**config.mk**
```make
export PLATFORM = sky130hd
export DESIGN_NAME = regfile_writeback
export DESIGN_NICKNAME = d
export VERILOG_FILES = /design/src/rtl/regfile_pkg.sv /design/src/rtl/wb_fifo.sv /design/src/rtl/regfile_writeback.sv
export SDC_FILE = /design/constraint.sdc
export NUM_CORES = 1
export LEC_CHECK = 0
export ABC_CLOCK_PERIOD_IN_PS = 7860
export BUFFER_PORTS_ARGS = -buffer_cell sky130_fd_sc_hd__buf_2
export CORE_AREA = 10 10 154 156
export DETAILED_ROUTE_END_ITERATION = 7
export DIE_AREA = 0 0 164 166
export PLACE_DENSITY_LB_ADDON = 0.05
export SLEW_MARGIN = 30
export SYNTH_ARGS = -nofsm -noshare
export SYNTH_HDL_FRONTEND = slang
export SYNTH_SLANG_ARGS = --single-unit
export TNS_END_PERCENT = 1
```
**constraint.sdc**
```tcl
create_clock -name clk -period 7.86 [get_ports clk]
set_input_delay 1.572 -clock clk [delete_from_list [all_inputs] [get_ports clk]]
set_output_delay 1.572 -clock clk [all_outputs]
set_load 0.05 [all_outputs]
```
**src/rtl/regfile_pkg.sv**
```systemverilog
// Shared widths, write-back entry layout and write-enable bit positions
// for the register-file write-back front end.
package regfile_pkg;

    localparam int DATA_W   = 16;
    localparam int ADDR_W   = 3;
    localparam int NUM_REGS = 2 ** ADDR_W;

    typedef struct packed {
        logic [ADDR_W-1:0] addr;
        logic [DATA_W-1:0] data;
    } wb_entry_t;

    localparam int WE_PORT0 = 0;
    localparam int WE_PORT1 = 1;

endpackage

```
**src/rtl/wb_fifo.sv**
```systemverilog
// Power-of-two FIFO holding pending write-back entries for one source.
// The pointers carry an extra wrap bit so that full and empty can be told apart.
module wb_fifo #(
    parameter int DEPTH = 4,
    parameter int W     = 19
) (
    input  logic         clk,
    input  logic         rst,
    input  logic         push_i,
    input  logic [W-1:0] data_i,
    input  logic         pop_i,
    output logic [W-1:0] head_o,
    output logic         full_o,
    output logic         empty_o
);

    localparam int PW = $clog2(DEPTH);

    logic [W-1:0] mem_q [DEPTH];
    logic [PW:0]  wr_q, wr_d;
    logic [PW:0]  rd_q, rd_d;
    logic         do_push;
    logic         do_pop;

    assign empty_o = (wr_q == rd_q);
    assign full_o  = (wr_q[PW] != rd_q[PW]) && (wr_q[PW-1:0] == rd_q[PW-1:0]);
    assign head_o  = mem_q[rd_q[PW-1:0]];

    // A push into a full FIFO is only taken when the head leaves on the same edge.
    assign do_pop  = pop_i & ~empty_o;
    assign do_push = push_i & (~full_o | do_pop);

    always_comb begin
        wr_d = wr_q;
        rd_d = rd_q;
        if (do_push) wr_d = wr_q + 1'b1;
        if (do_pop)  rd_d = rd_q + 1'b1;
    end

    always_ff @(posedge clk or posedge rst) begin
        if (rst) begin
            wr_q <= '0;
            rd_q <= '0;
        end else begin
            wr_q <= wr_d;
            rd_q <= rd_d;
        end
    end

    always_ff @(posedge clk) begin
        if (do_push) mem_q[wr_q[PW-1:0]] <= data_i;
    end

endmodule

```
**src/rtl/regfile_writeback.sv**
```systemverilog
// Write-back front end: buffers ALU and load results, issues them to the two
// register-file write ports without same-register conflicts, and tracks busy regs.
module regfile_writeback #(
    parameter int DATA_W = regfile_pkg::DATA_W,
    parameter int ADDR_W = regfile_pkg::ADDR_W,
    parameter int DEPTH  = 4
) (
    input  logic                   clk,
    input  logic                   rst,
    input  logic                   s0_valid,
    output logic                   s0_ready,
    input  logic [ADDR_W-1:0]      s0_addr,
    input  logic [DATA_W-1:0]      s0_data,
    input  logic                   s1_valid,
    output logic                   s1_ready,
    input  logic [ADDR_W-1:0]      s1_addr,
    input  logic [DATA_W-1:0]      s1_data,
    output logic [1:0]             write_en,
    output logic [ADDR_W-1:0]      reg_write_addr_0,
    output logic [ADDR_W-1:0]      reg_write_addr_1,
    output logic [DATA_W-1:0]      data_in_0,
    output logic [DATA_W-1:0]      data_in_1,
    output logic [(2**ADDR_W)-1:0] busy
);

    import regfile_pkg::*;

    localparam int NREGS = 2 ** ADDR_W;
    localparam int EW    = ADDR_W + DATA_W;
    localparam int CW    = $clog2(2 * DEPTH + 1);

    logic [EW-1:0]     head0, head1;
    logic              full0, full1, empty0, empty1;
    logic              acc0, acc1, pop0, pop1;
    logic [ADDR_W-1:0] h0_addr, h1_addr;
    logic [DATA_W-1:0] h0_data, h1_data;

    logic [1:0]        we_q, we_d;
    logic [ADDR_W-1:0] addr0_q, addr0_d, addr1_q, addr1_d;
    logic [DATA_W-1:0] data0_q, data0_d, data1_q, data1_d;
    logic [CW-1:0]     cnt_q [NREGS];
    logic [CW-1:0]     cnt_d [NREGS];

    assign s0_ready = ~full0 & ~rst;
    assign s1_ready = ~full1 & ~rst;
    assign acc0     = s0_valid & s0_ready;
    assign acc1     = s1_valid & s1_ready;

    wb_fifo #(.DEPTH(DEPTH), .W(EW)) u_fifo0 (
        .clk     (clk),
        .rst     (rst),
        .push_i  (acc0),
        .data_i  ({s0_addr, s0_data}),
        .pop_i   (pop0),
        .head_o  (head0),
        .full_o  (full0),
        .empty_o (empty0)
    );

    wb_fifo #(.DEPTH(DEPTH), .W(EW)) u_fifo1 (
        .clk     (clk),
        .rst     (rst),
        .push_i  (acc1),
        .data_i  ({s1_addr, s1_data}),
        .pop_i   (pop1),
        .head_o  (head1),
        .full_o  (full1),
        .empty_o (empty1)
    );

    assign h0_addr = head0[EW-1 -: ADDR_W];
    assign h0_data = head0[DATA_W-1:0];
    assign h1_addr = head1[EW-1 -: ADDR_W];
    assign h1_data = head1[DATA_W-1:0];

    // Same destination on both heads: source 0 goes first, source 1 lands last.
    assign pop0 = ~empty0;
    assign pop1 = ~empty1 & ~(~empty0 & (h0_addr == h1_addr));

    always_comb begin
        we_d           = '0;
        we_d[WE_PORT0] = pop0;
        we_d[WE_PORT1] = pop1;
        addr0_d        = pop0 ? h0_addr : addr0_q;
        data0_d        = pop0 ? h0_data : data0_q;
        addr1_d        = pop1 ? h1_addr : addr1_q;
        data1_d        = pop1 ? h1_data : data1_q;
    end

    always_comb begin
        for (int r = 0; r < NREGS; r++) begin
            cnt_d[r] = cnt_q[r]
                     + CW'(acc0 && (s0_addr == ADDR_W'(r)))
                     + CW'(acc1 && (s1_addr == ADDR_W'(r)))
                     - CW'(pop0 && (h0_addr == ADDR_W'(r)))
                     - CW'(pop1 && (h1_addr == ADDR_W'(r)));
        end
    end

    always_ff @(posedge clk or posedge rst) begin
        if (rst) begin
            we_q    <= '0;
            addr0_q <= '0;
            addr1_q <= '0;
            data0_q <= '0;
            data1_q <= '0;
            for (int r = 0; r < NREGS; r++) cnt_q[r] <= '0;
        end else begin
            we_q    <= we_d;
            addr0_q <= addr0_d;
            addr1_q <= addr1_d;
            data0_q <= data0_d;
            data1_q <= data1_d;
            for (int r = 0; r < NREGS; r++) cnt_q[r] <= cnt_d[r];
        end
    end

    // A register stays busy until the write sitting in the output register is captured.
    always_comb begin
        busy = '0;
        for (int r = 0; r < NREGS; r++) begin
            busy[r] = (cnt_q[r] != '0)
                    | (we_q[WE_PORT0] & (addr0_q == ADDR_W'(r)))
                    | (we_q[WE_PORT1] & (addr1_q == ADDR_W'(r)));
        end
    end

    assign write_en         = we_q;
    assign reg_write_addr_0 = addr0_q;
    assign reg_write_addr_1 = addr1_q;
    assign data_in_0        = data0_q;
    assign data_in_1        = data1_q;

endmodule

```
Yosys cells after proc, flatten, opt, wreduce, memory -nomap -nowiden. Memories as Yosys holds them, arrays and structs flattened. Cells that the tools add are included.

Register bits: 84. Bits in writable memories: 152. Input bits: 42. Output and inout bits: 50. Word-level logic and storage cells: 205. Memories kept: 2.

Memories: u_fifo0.mem_q (depth 4, bits a word 19, rd ports 1, clocked after Yosys merged registers in 0, write ports 1, line wb_fifo.sv:19) `logic [W-1:0] mem_q [DEPTH];`; u_fifo1.mem_q (depth 4, bits a word 19, rd ports 1, clocked after Yosys merged registers in 0, write ports 1, line wb_fifo.sv:19).

$add $sub $neg: 36. Eq/ne operators: 49. Multiplexer cells: 4. Bitwise operators: 49. Reductions and logical operators: 48.

Operators with widths (number): == test 3 bit (second input constant) (24); adder 4 x 1 -> 4 bit (16); subtractor 4 x 1 -> 4 bit (16); == test 3 x 2 -> 1 bit (second input constant) (12); logical AND 1 bit (34); nonzero test 4 bit (8); AND 1 bit (25); == test 3 x 1 -> 1 bit (second input constant) (6); logical NOT 3 bit (6); bitwise OR 1 bit (18); adder 3 x 1 -> 3 bit (second input constant) (4); == test 3 bit (3); inverter 1 bit (6); == test 2 bit (2); 2-to-1 mux 1 bit (4); != test 1 bit (2).

Longest topological paths before layout. Gate-level depths: netlist of the first run.

Depth in word-level cells: 10. Depth in mapped cells: 13. Depth with buffers taken out: 11.

By module. Synthesis of the first run repeated with hierarchy kept, for this count alone.

Cell total of the unflattened synthesis: 602. Area, all modules: 10319.9 um^2.

Modules (own cells, without submodules): wb_fifo (times used 2, cells an instance 135, area an instance 3161.8 um^2, seq. area each 2432.3 um^2); regfile_writeback (times used 1, cells an instance 332, area an instance 3996.3 um^2, seq. area each 1801.7 um^2).

Least setup slack after synthesis of the first run. Ideal clock, no wire load.

Path kind: input-to-reg. Start point: in rst. End point: reg cnt_q[11] (netlist name). Library setup time: 123 ps. Arrival: 5807 ps. Data required time: 7737 ps. Slack: 1930 ps. Cell stages on the path: 10. Buffers on the path: 0. Cell sequence: inv_1 > o311a_1 > nor2b_1 > nand3_1 > fa_1 > inv_1 > fa_1 > ha_1 > fa_1 > xnor2_1.

RTL lines: from (decl) (line regfile_writeback.sv:9) `input logic rst,`; to (decl) (line regfile_writeback.sv:41) `logic [CW-1:0] cnt_q [NREGS];`.

==> results of run 1 <==
## cell families (layout without fill, tap and decap cells)
family / after synthesis / after routing / synth area share [%]
flip-flops: 236 / 236 / 65.59
adder cells (fa/ha/maj): 58 / 58 / 8.913
multiplexers: 58 / 58 / 11.34
buffers and inverters: 77 / 206 / 3.090
AO/OA/AOI/OAI: 18 / 18 / 1.564
AND/OR/NAND/NOR: 146 / 146 / 6.832
XOR/XNOR: 31 / 31 / 2.671
## worst reg2reg max path: stages, from the launching register on
cell	delay [ns]
dfrtp_1	0.62
buf_4	0.40
mux4_2	0.68
xor2_1	0.24
nor4_1	0.58
nor4_1	0.18
fa_1	0.53
inv_1	0.05
fa_1	0.41
ha_1	0.22
fa_1	0.38
xnor2_1	0.14
## worst paths after layout
| kind | from | end | slack (ns) | cells past startpoint |
|---|---|---|---|---|
| max | u_fifo1.rd_q[0] | cnt_q[15] | 3.31 | 11 |
| min | data_in_0[13] | data_in_0[13] | 0.47 | 2 |
| max reg2reg | u_fifo1.rd_q[0] | cnt_q[15] | 3.31 | 11 |
| min reg2reg | data_in_0[13] | data_in_0[13] | 0.47 | 2 |
| max in group asynchronous | rst | write_en[1] | 5.89 | 3 |
| min in group asynchronous | rst | data_in_0[9] | 1.01 | 2 |
## through the flow
stage,hold slack (ns),worst slack (ns),power [uW]
floorplan,0.4977,1.930,3841
global placement,0.4558,3.359,4369
detailed placement,0.4610,3.285,4451
CTS,0.4740,3.267,5638
global route,0.4916,3.032,5966
finish,0.4683,3.306,5546
## power groups by stage
stage               Clock (uW)  Combinational [uW]  Sequential, uW
floorplan                    0                1620            2220
finish                    1170                2460            1910
detailed placement           0                2510            1940
CTS                       1200                2520            1920
global route              1260                2750            1960
global placement             0                2440            1930
## registers in the layout, indices dropped and copies added, names as in the netlist
register          cells
u_fifo0.mem_q        76
reg_write_addr_0      3
data_in_1            16
reg_write_addr_1      3
write_en              2
data_in_0            16
u_fifo1.wr_q          3
u_fifo1.rd_q          3
u_fifo1.mem_q        76
cnt_q                32
u_fifo0.wr_q          3
u_fifo0.rd_q          3
## cell usage after synthesis, types with 6 or more instances
cell type and instances:
xor2_1 12, o221ai_1 6, nand2b_1 12, nor2_1 11, mux4_2 38, inv_1 60, nor3b_1 6, nand2_1 78
dfrtp_1 84, clkbuf_1 8, and2_1 9, edfxtp_1 152, xnor2_1 19, fa_1 24, ha_1 34, nor3_1 11
mux2_4 19
## area by class of cell
cell class	count	share of cell area [%]
clock buffer	29	5.785
sequential	236	56.56
inverter	61	1.953
clock inverter	19	1.359
timing repair buffer	97	4.278
tap	275	2.919
multi-input combinational	311	27.14
## per-layer routing
| metal | share of wire (%) | wire (um) | GRT usage, % |
|---|---|---|---|
| met3 | 6.2 | 1248 | 3.520 |
| met4 | 1.6 | 312 | 3.614 |
| met1 | 43 | 8621 | 20.04 |
| met5 | 0.13 | 27 | 0 |
| met2 | 49 | 9834 | 24.56 |
## cell usage in the layout, fill, tap and decap left out, types with 2 or more instances in the layout
master and count:
edfxtp_1 152, buf_2 91, dfrtp_1 83, nand2_1 78, inv_1 59, mux4_2 38
ha_1 34, clkbuf_16 26, fa_1 24, xnor2_1 19, mux2_4 19, xor2_1 12
nand2b_1 12, nor3_1 11, nor2_1 11, and2_2 8, clkinv_2 7, nor3b_1 6
o221ai_1 6, clkinv_1 6, buf_4 5, nor4_1 4, nor4b_1 4, nor2b_1 3
nand3_1 3, a31oi_1 3, clkinvlp_4 3, or2_2 2, o31ai_1 2, o21ai_0 2
clkbuf_8 2, bufinv_16 2
==> results.cfg, run 1 <==
[outcome]
status = complete, no violations

[synth]
synth_cell_types = 39
synth_edf_count = 152
synth_nets = 724
synth_cells = 624
yosys_most_used_dff = edfxtp_1
synth_top_area_share_pct = 44.91
ys_top_cells_by_area = edfxtp_1 (45%), dfrtp_1 (21%), mux4_2 (8.4%), fa_1 (4.7%), ha_1 (4.2%)
synth-async-reset-ratio_pct = 35.59
yosys_warnings = 0
syn_area_um2 = 10160
yosysSeqAreaShare_pct = 65.59
synth_top_area_cell = edfxtp_1
ys_seq_elements = 236
postSynthAreaPerCell_um2 = 16.29

[drt]
post_drt_via_cell_ratio = 5.167
drc_errors = 0
routed_wl_um = 20040
firstDrtPassIters = 4
wl_per_cell_um = 19.50
drtIter0Drc = 307
postRouteAntennaNets = 0
vias = 5312

[timing]
fin_crit_sh_pct = 57.94
rsz0062_at_grt = false
worst_pin_slew_ns = 0.7219
hold_viol_final = 0
min_period_ns = 4.554
skew_ns = 0.01554
setup_viol = 0
clock.fmax_mhz = 219.6
setup_tns_ns = 0
max_slew_margin_pct = 51.80
drv_slew = 0

[run]
maxCapViolCount = 0

[placement]
numPortBuffers = 91
routabilityCongestion = 0.7950
dp_cells = 980
postPlaceCellArea_um2 = 10940
dp_hpwl_um = 13530

[final_layout]
stdcell_count = 1028
fin_area_um2 = 11790
seq_area_um2 = 6668
layout-drive-gt1-share_pct = 28.02
fillers = 1675
finish.utilization_pct = 56.97
num-nets-final = 833
area_growth_pct = 15.98
diodes = 0
multi_input_area_um2 = 3199

[grt]
antenna_found_initial = 2
grt_use_total_pct = 15.08
grt.overflow.total = 0
grt_pass1_wl_um = 32400
grt_max_degree = 71
first_global_vias = 5793

[cts]
tritoncts.num_buffers = 26
clkLatencyLatePin_ns = 0.52
cts.htree.levels = 1
cts_max_path_buffers = 3
cts-root-buf = clkbuf_16
cts.sinks = 236
postCtsHoldBufs = 0
cts_setup_buffers = 0
cts_tree = built
clkSlewWorstSetupHoldPaths_ns = 0.06
cts_resized = 0

[pwr]
leakage_uw = 0.004788
pwr-share-seq_pct = 34.5
p_int_uw = 3361
comb_power_share_pct = 44.3
p_switching_uw = 2185
switching_share_pct = 39.40
ir_drop_uv = 225.0
p_per_area_nw_per_um2 = 470.5
clock_power_share_pct = 21.1

[critical_path]
required_ns = 8.26
critPathBufInv = 2
crit_path_top_delay_cell = mux4_2
crit_type = flop to flop
worstSetupStartpointType = flop
critPathCaptureType = flop
crit_path_frequent_cell = fa_1
cp.arrival_ns = 4.95
crit_fanout = 15
critPathMaxStageDelay_ns = 0.67
crit_path_cell_trace = buf_4 -> mux4_2 -> xor2_1 -> nor4_1 -> nor4_1 -> fa_1 -> inv_1 -> fa_1 -> ha_1 -> fa_1 -> xnor2_1
crit_family = adder cells

[floorplan]
die_x_um = 164
num_rows = 53
fp.coreArea_um2 = 20690
start_util_pct = 49.12
io_pins = 92
fp.dieArea_um2 = 27220
die_h_um = 166

[min_path]
hp-class = flop to flop
Note: power is estimated with default switching activity, not from simulation.
==> run 2: changes to the inputs <==
- ABC_CLOCK_PERIOD_IN_PS: 7860 -> 4200
- clock period: 7.86 -> 4.2 ns (I/O delays scaled with it)
==> run 2 against run 1 <==
Against the previous run:
- final cell count grew 1.7%
- critical endpoint is now cnt_q[7]
- fmax rose by 15%
- highest routed layer unchanged
- routed wire length increased by 2.5%
- largest power group unchanged
- first-iteration DRC count decreased by 17%
==> results.cfg, run 2 (synthesized netlist as in run 1, its figures left out) <==
[critical_path]
crit_type = flop to flop
worstSetupStartpointType = flop
crit_fanout = 8
required_ns = 4.62
reg2reg_slack_ns = 0.23
cp.arrival_ns = 4.38
critPathCaptureType = flop

[drt]
wl_per_cell_um = 19.66
vias = 5444
drtIter0Drc = 255
post_drt_via_cell_ratio = 5.210
routed_wl_um = 20550
postRouteAntennaNets = 0
firstDrtPassIters = 4
drc_errors = 0

[final_layout]
num-nets-final = 851
diodes = 0
layout-drive-gt1-share_pct = 29.61
final_common_cell = edfxtp_1
area_growth_pct = 18.87
final_cell_mix = edfxtp_1 (152), buf_2 (91), dfrtp_1 (83)

[grt]
antenna_found_initial = 1
first_global_vias = 5933
grt_use_total_pct = 15.21
grt_pass1_wl_um = 32940
grt_max_degree = 71
grt.overflow.total = 0

[timing]
rsz0062_at_grt = false
drv_slew = 0
setup_tns_ns = 0
hold_viol_final = 0
skew_ns = 0.01278
hold_slack_ns = 0.4175
setup_viol = 0
worst_pin_slew_ns = 0.7258
fin_crit_sh_pct = 94.43
max_slew_margin_pct = 51.54
clock.fmax_mhz = 252.1
min_period_ns = 3.966

[cts]
cts_max_path_buffers = 3
cts.htree.levels = 1
postCtsHoldBufs = 0
tritoncts.num_buffers = 26
cts-root-buf = clkbuf_16
clkLatencyLatePin_ns = 0.53
cts.sinks = 236
cts_tree = built
clkSlewWorstSetupHoldPaths_ns = 0.06

[floorplan]
io_pins = 92
fp.dieArea_um2 = 27220
num_rows = 53
die_x_um = 164
start_util_pct = 49.12
die_h_um = 166
fp.coreArea_um2 = 20690

[min_path]
hp-class = input pin to async pin

[pwr]
p_switching_uw = 4155
pwr-share-seq_pct = 32.7
p_int_uw = 6726
comb_power_share_pct = 43.7
clock_power_share_pct = 23.6
p_per_area_nw_per_um2 = 900.7
ir_drop_uv = 563.9
leakage_uw = 0.004947
switching_share_pct = 38.19

[placement]
routabilityCongestion = 0.7796
numPortBuffers = 91
dp_hpwl_um = 14270

[outcome]
status = complete, no violations

[run]
maxCapViolCount = 0
-- run 2: path summary, 6_finish.rpt --
kind,cells after the start,end,from
worst max-delay path,10,cnt_q[7],u_fifo1.rd_q[0]
min in group clk,2,data_in_0[10],data_in_0[10]
worst min register to register,2,data_in_0[10],data_in_0[10]
max in group asynchronous,4,data_in_0[1],rst
worst max register to register,10,cnt_q[7],u_fifo1.rd_q[0]
worst min-delay path,3,u_fifo0.wr_q[0],rst
-- run 2: power by group through the flow --
stage          clock network [uW]  registers, uW  logic, uW
2_1_floorplan                   0           4160       3040
3_5_place_dp                    0           3600       4860
5_1_grt                      2720           3640       5270
6_report                     2570           3560       4750
4_1_cts                      2630           3570       4870
3_3_place_gp                    0           3570       4700
-- run 2: layer usage --
layer	track usage [%]	vias up	wire length (um)
li1	-	2483	-
met1	20.47	2810	9085
met2	24.98	121	10150
met3	3.123	28	1032
met4	3.265	2	272
met5	0	-	13
-- run 2: cell type report --
class,instances,area [um2]
Fill cell,1657,8608
Clock inverter,16,277.8
Multi-Input combinational cell,311,3201
Timing Repair Buffer,115,639.4
Clock buffer,31,719.4
Sequential cell,236,6668
Inverter,61,232.7
Tap cell,275,344.1
-- run 2: what timing repair did --
action	4_1_cts	5_1_grt
endpoints found under the hold margin	0	0
endpoints found under the setup margin	0	6
buffers inserted	0	0
gates resized for setup	0	1
-- run 2: critical path, stage by stage, from the launching register on --
cell,delay [ns]
dfrtp_1,0.52
mux4_2,0.68
xor2_1,0.24
nor4_1,0.59
nor4_1,0.15
fa_1,0.54
inv_1,0.05
fa_1,0.38
ha_1,0.21
fa_1,0.38
xnor2_1,0.13
-- run 2: metrics by stage --
stage | util [%] | worst slack [ns] | instances | total power, uW | instance area (um2)
after CTS | 58.37 | 0.1875 | 1045 | 11070 | 12080
final | 58.39 | 0.2339 | 1045 | 10880 | 12080
after floorplan | - | 0.004574 | 624 | 7196 | 10180
after global routing | 58.39 | 0.05291 | 1045 | 11630 | 12080
after global placement | 53.55 | 0.2412 | 998 | 8270 | 11080
after detailed placement | 53.55 | 0.1998 | 998 | 8465 | 11080
==> run 3: changes to the inputs <==
- CORE_AREA: 10 10 154 156 -> 10 10 171 173
- DIE_AREA: 0 0 164 166 -> 0 0 181 183
==> run 3 against run 2 <==
Against the previous run:
- fmax rose by 0.46%
- register-to-register slack improved by 0.02 ns
- sequential cell count did not move
- clock power fell by 12%
- critical endpoint is now cnt_q[15]
- final cell count rose by 5.4%
==> results.cfg, run 3 (synthesized netlist as in run 1, its figures left out) <==
[pwr]
p_per_area_nw_per_um2 = 881.4
ir_drop_uv = 466.0
leakage_uw = 0.004854

[floorplan]
die_h_um = 183
num_rows = 59
io_pins = 92
fp.coreArea_um2 = 25760
start_util_pct = 39.45
fp.dieArea_um2 = 33120
die_x_um = 181

[grt]
use_met1_pct = 16.52
antenna_found_initial = 2
grt_use_total_pct = 13.14
gr-max-usage-layer = met2
grt_pass1_wl_um = 34550
grt.overflow.total = 0
grt_max_degree = 58
met2_usage_pct = 22.33
grt_use_met3_pct = 2.854
first_global_vias = 6061

[critical_path]
crit_type = flop to flop
crit_fanout = 7
worstSetupStartpointType = flop
required_ns = 4.61
cp.arrival_ns = 4.36
critPathCaptureType = flop
reg2reg_depth = 10

[timing]
setup_viol = 0
skew_ns = 0.01454
hold_viol_final = 0
min_period_ns = 3.948
worst_pin_slew_ns = 0.8407
drv_slew = 0
fin_crit_sh_pct = 94.00
clock.fmax_mhz = 253.3
setup_tns_ns = 0
rsz0062_at_grt = false
max_slew_margin_pct = 43.96

[cts]
cts.sinks = 236
cts_tree = built
cts.htree.levels = 1
cts-root-buf = clkbuf_16
postCtsHoldBufs = 0
tritoncts.num_buffers = 26
cts_max_path_buffers = 3
clkLatencyLatePin_ns = 0.53
clkSlewWorstSetupHoldPaths_ns = 0.06
cts_resized = 0
cts_setup_buffers = 0

[final_layout]
area_growth_pct = 17.83
final_common_cell = edfxtp_1
layout-drive-gt1-share_pct = 28.10
finish.utilization_pct = 46.48
num-nets-final = 845
final_cell_mix = edfxtp_1 (152), buf_2 (91), dfrtp_1 (84)

[drt]
vias = 5368
drtIter0Drc = 242
firstDrtPassIters = 4
routed_wl_um = 21840
postRouteAntennaNets = 0
wl_per_cell_um = 19.84
drc_errors = 0
post_drt_via_cell_ratio = 4.876

[run]
maxCapViolCount = 0

[placement]
numPortBuffers = 91
dp_hpwl_um = 14640
routabilityCongestion = 0.7878

[outcome]
status = complete, no violations

[min_path]
holdPathStages = 2
hp-class = flop to flop
## run 3: changes by cell type in the layout (fill, tap and decap cells not counted), moves of 2 or more
cell and delta:
buf_4 -5, bufinv_16 -5, clkbuf_1 +5, clkinv_1 +5
and2_1 -3, and2_2 +3, clkinvlp_4 -2
## run 3: critical path: stages (launching register included)
cell and delay (ns):
dfrtp_1 0.48, mux4_2 0.63, xor2_1 0.23, nor4_1 0.63, nor4_1 0.16, fa_1 0.54, inv_1 0.05, fa_1 0.39
ha_1 0.20, fa_1 0.39, xnor2_1 0.14
## run 3: power by group
part	switching, uW	internal [uW]
clock network	890	1360
registers	377	3160
logic	2880	1880
## run 3: path summary, 6_finish.rpt
path / start / end / slack, ns
setup / recovery: u_fifo0.rd_q[0] / cnt_q[15] / 0.25
hold / removal: data_in_0[4] / data_in_0[4] / 0.46
setup reg to reg: u_fifo0.rd_q[0] / cnt_q[15] / 0.25
hold reg to reg: data_in_0[4] / data_in_0[4] / 0.46
max in group asynchronous: rst / data_in_1[11] / 2.51
min in group asynchronous: rst / u_fifo0.wr_q[0] / 0.49
## run 3: layout make-up
cell class	instances	area (um2)
clock buffer	36	749.5
clock inverter	12	110.1
antenna	1	2.502
inverter	61	232.7
timing repair buffer	109	590.6
tap	335	419.2
fill	2241	13790
sequential	236	6666
multi-input combinational	311	3204
## run 3: routing by layer
| metal | up-vias | wire length (um) |
|---|---|---|
| li1 | 2478 | - |
| met1 | 2724 | 9496 |
| met2 | 122 | 10700 |
| met3 | 42 | 991 |
| met4 | 2 | 650 |
| met5 | - | 9 |
## run 3: per-stage QoR
stage | worst slack, ns | cells | hold WS [ns] | total power [uW] | instance area [um2]
global route | 0.06211 | 1100 | 0.4868 | 11340 | 11970
global placement | 0.3220 | 1052 | 0.4485 | 8327 | 11110
floorplan | 0.004574 | 624 | 0.4977 | 7196 | 10180
detailed placement | 0.2447 | 1052 | 0.4510 | 8482 | 11110
CTS | 0.2313 | 1100 | 0.4646 | 10780 | 11970
finish | 0.2522 | 1101 | 0.4593 | 10560 | 11980
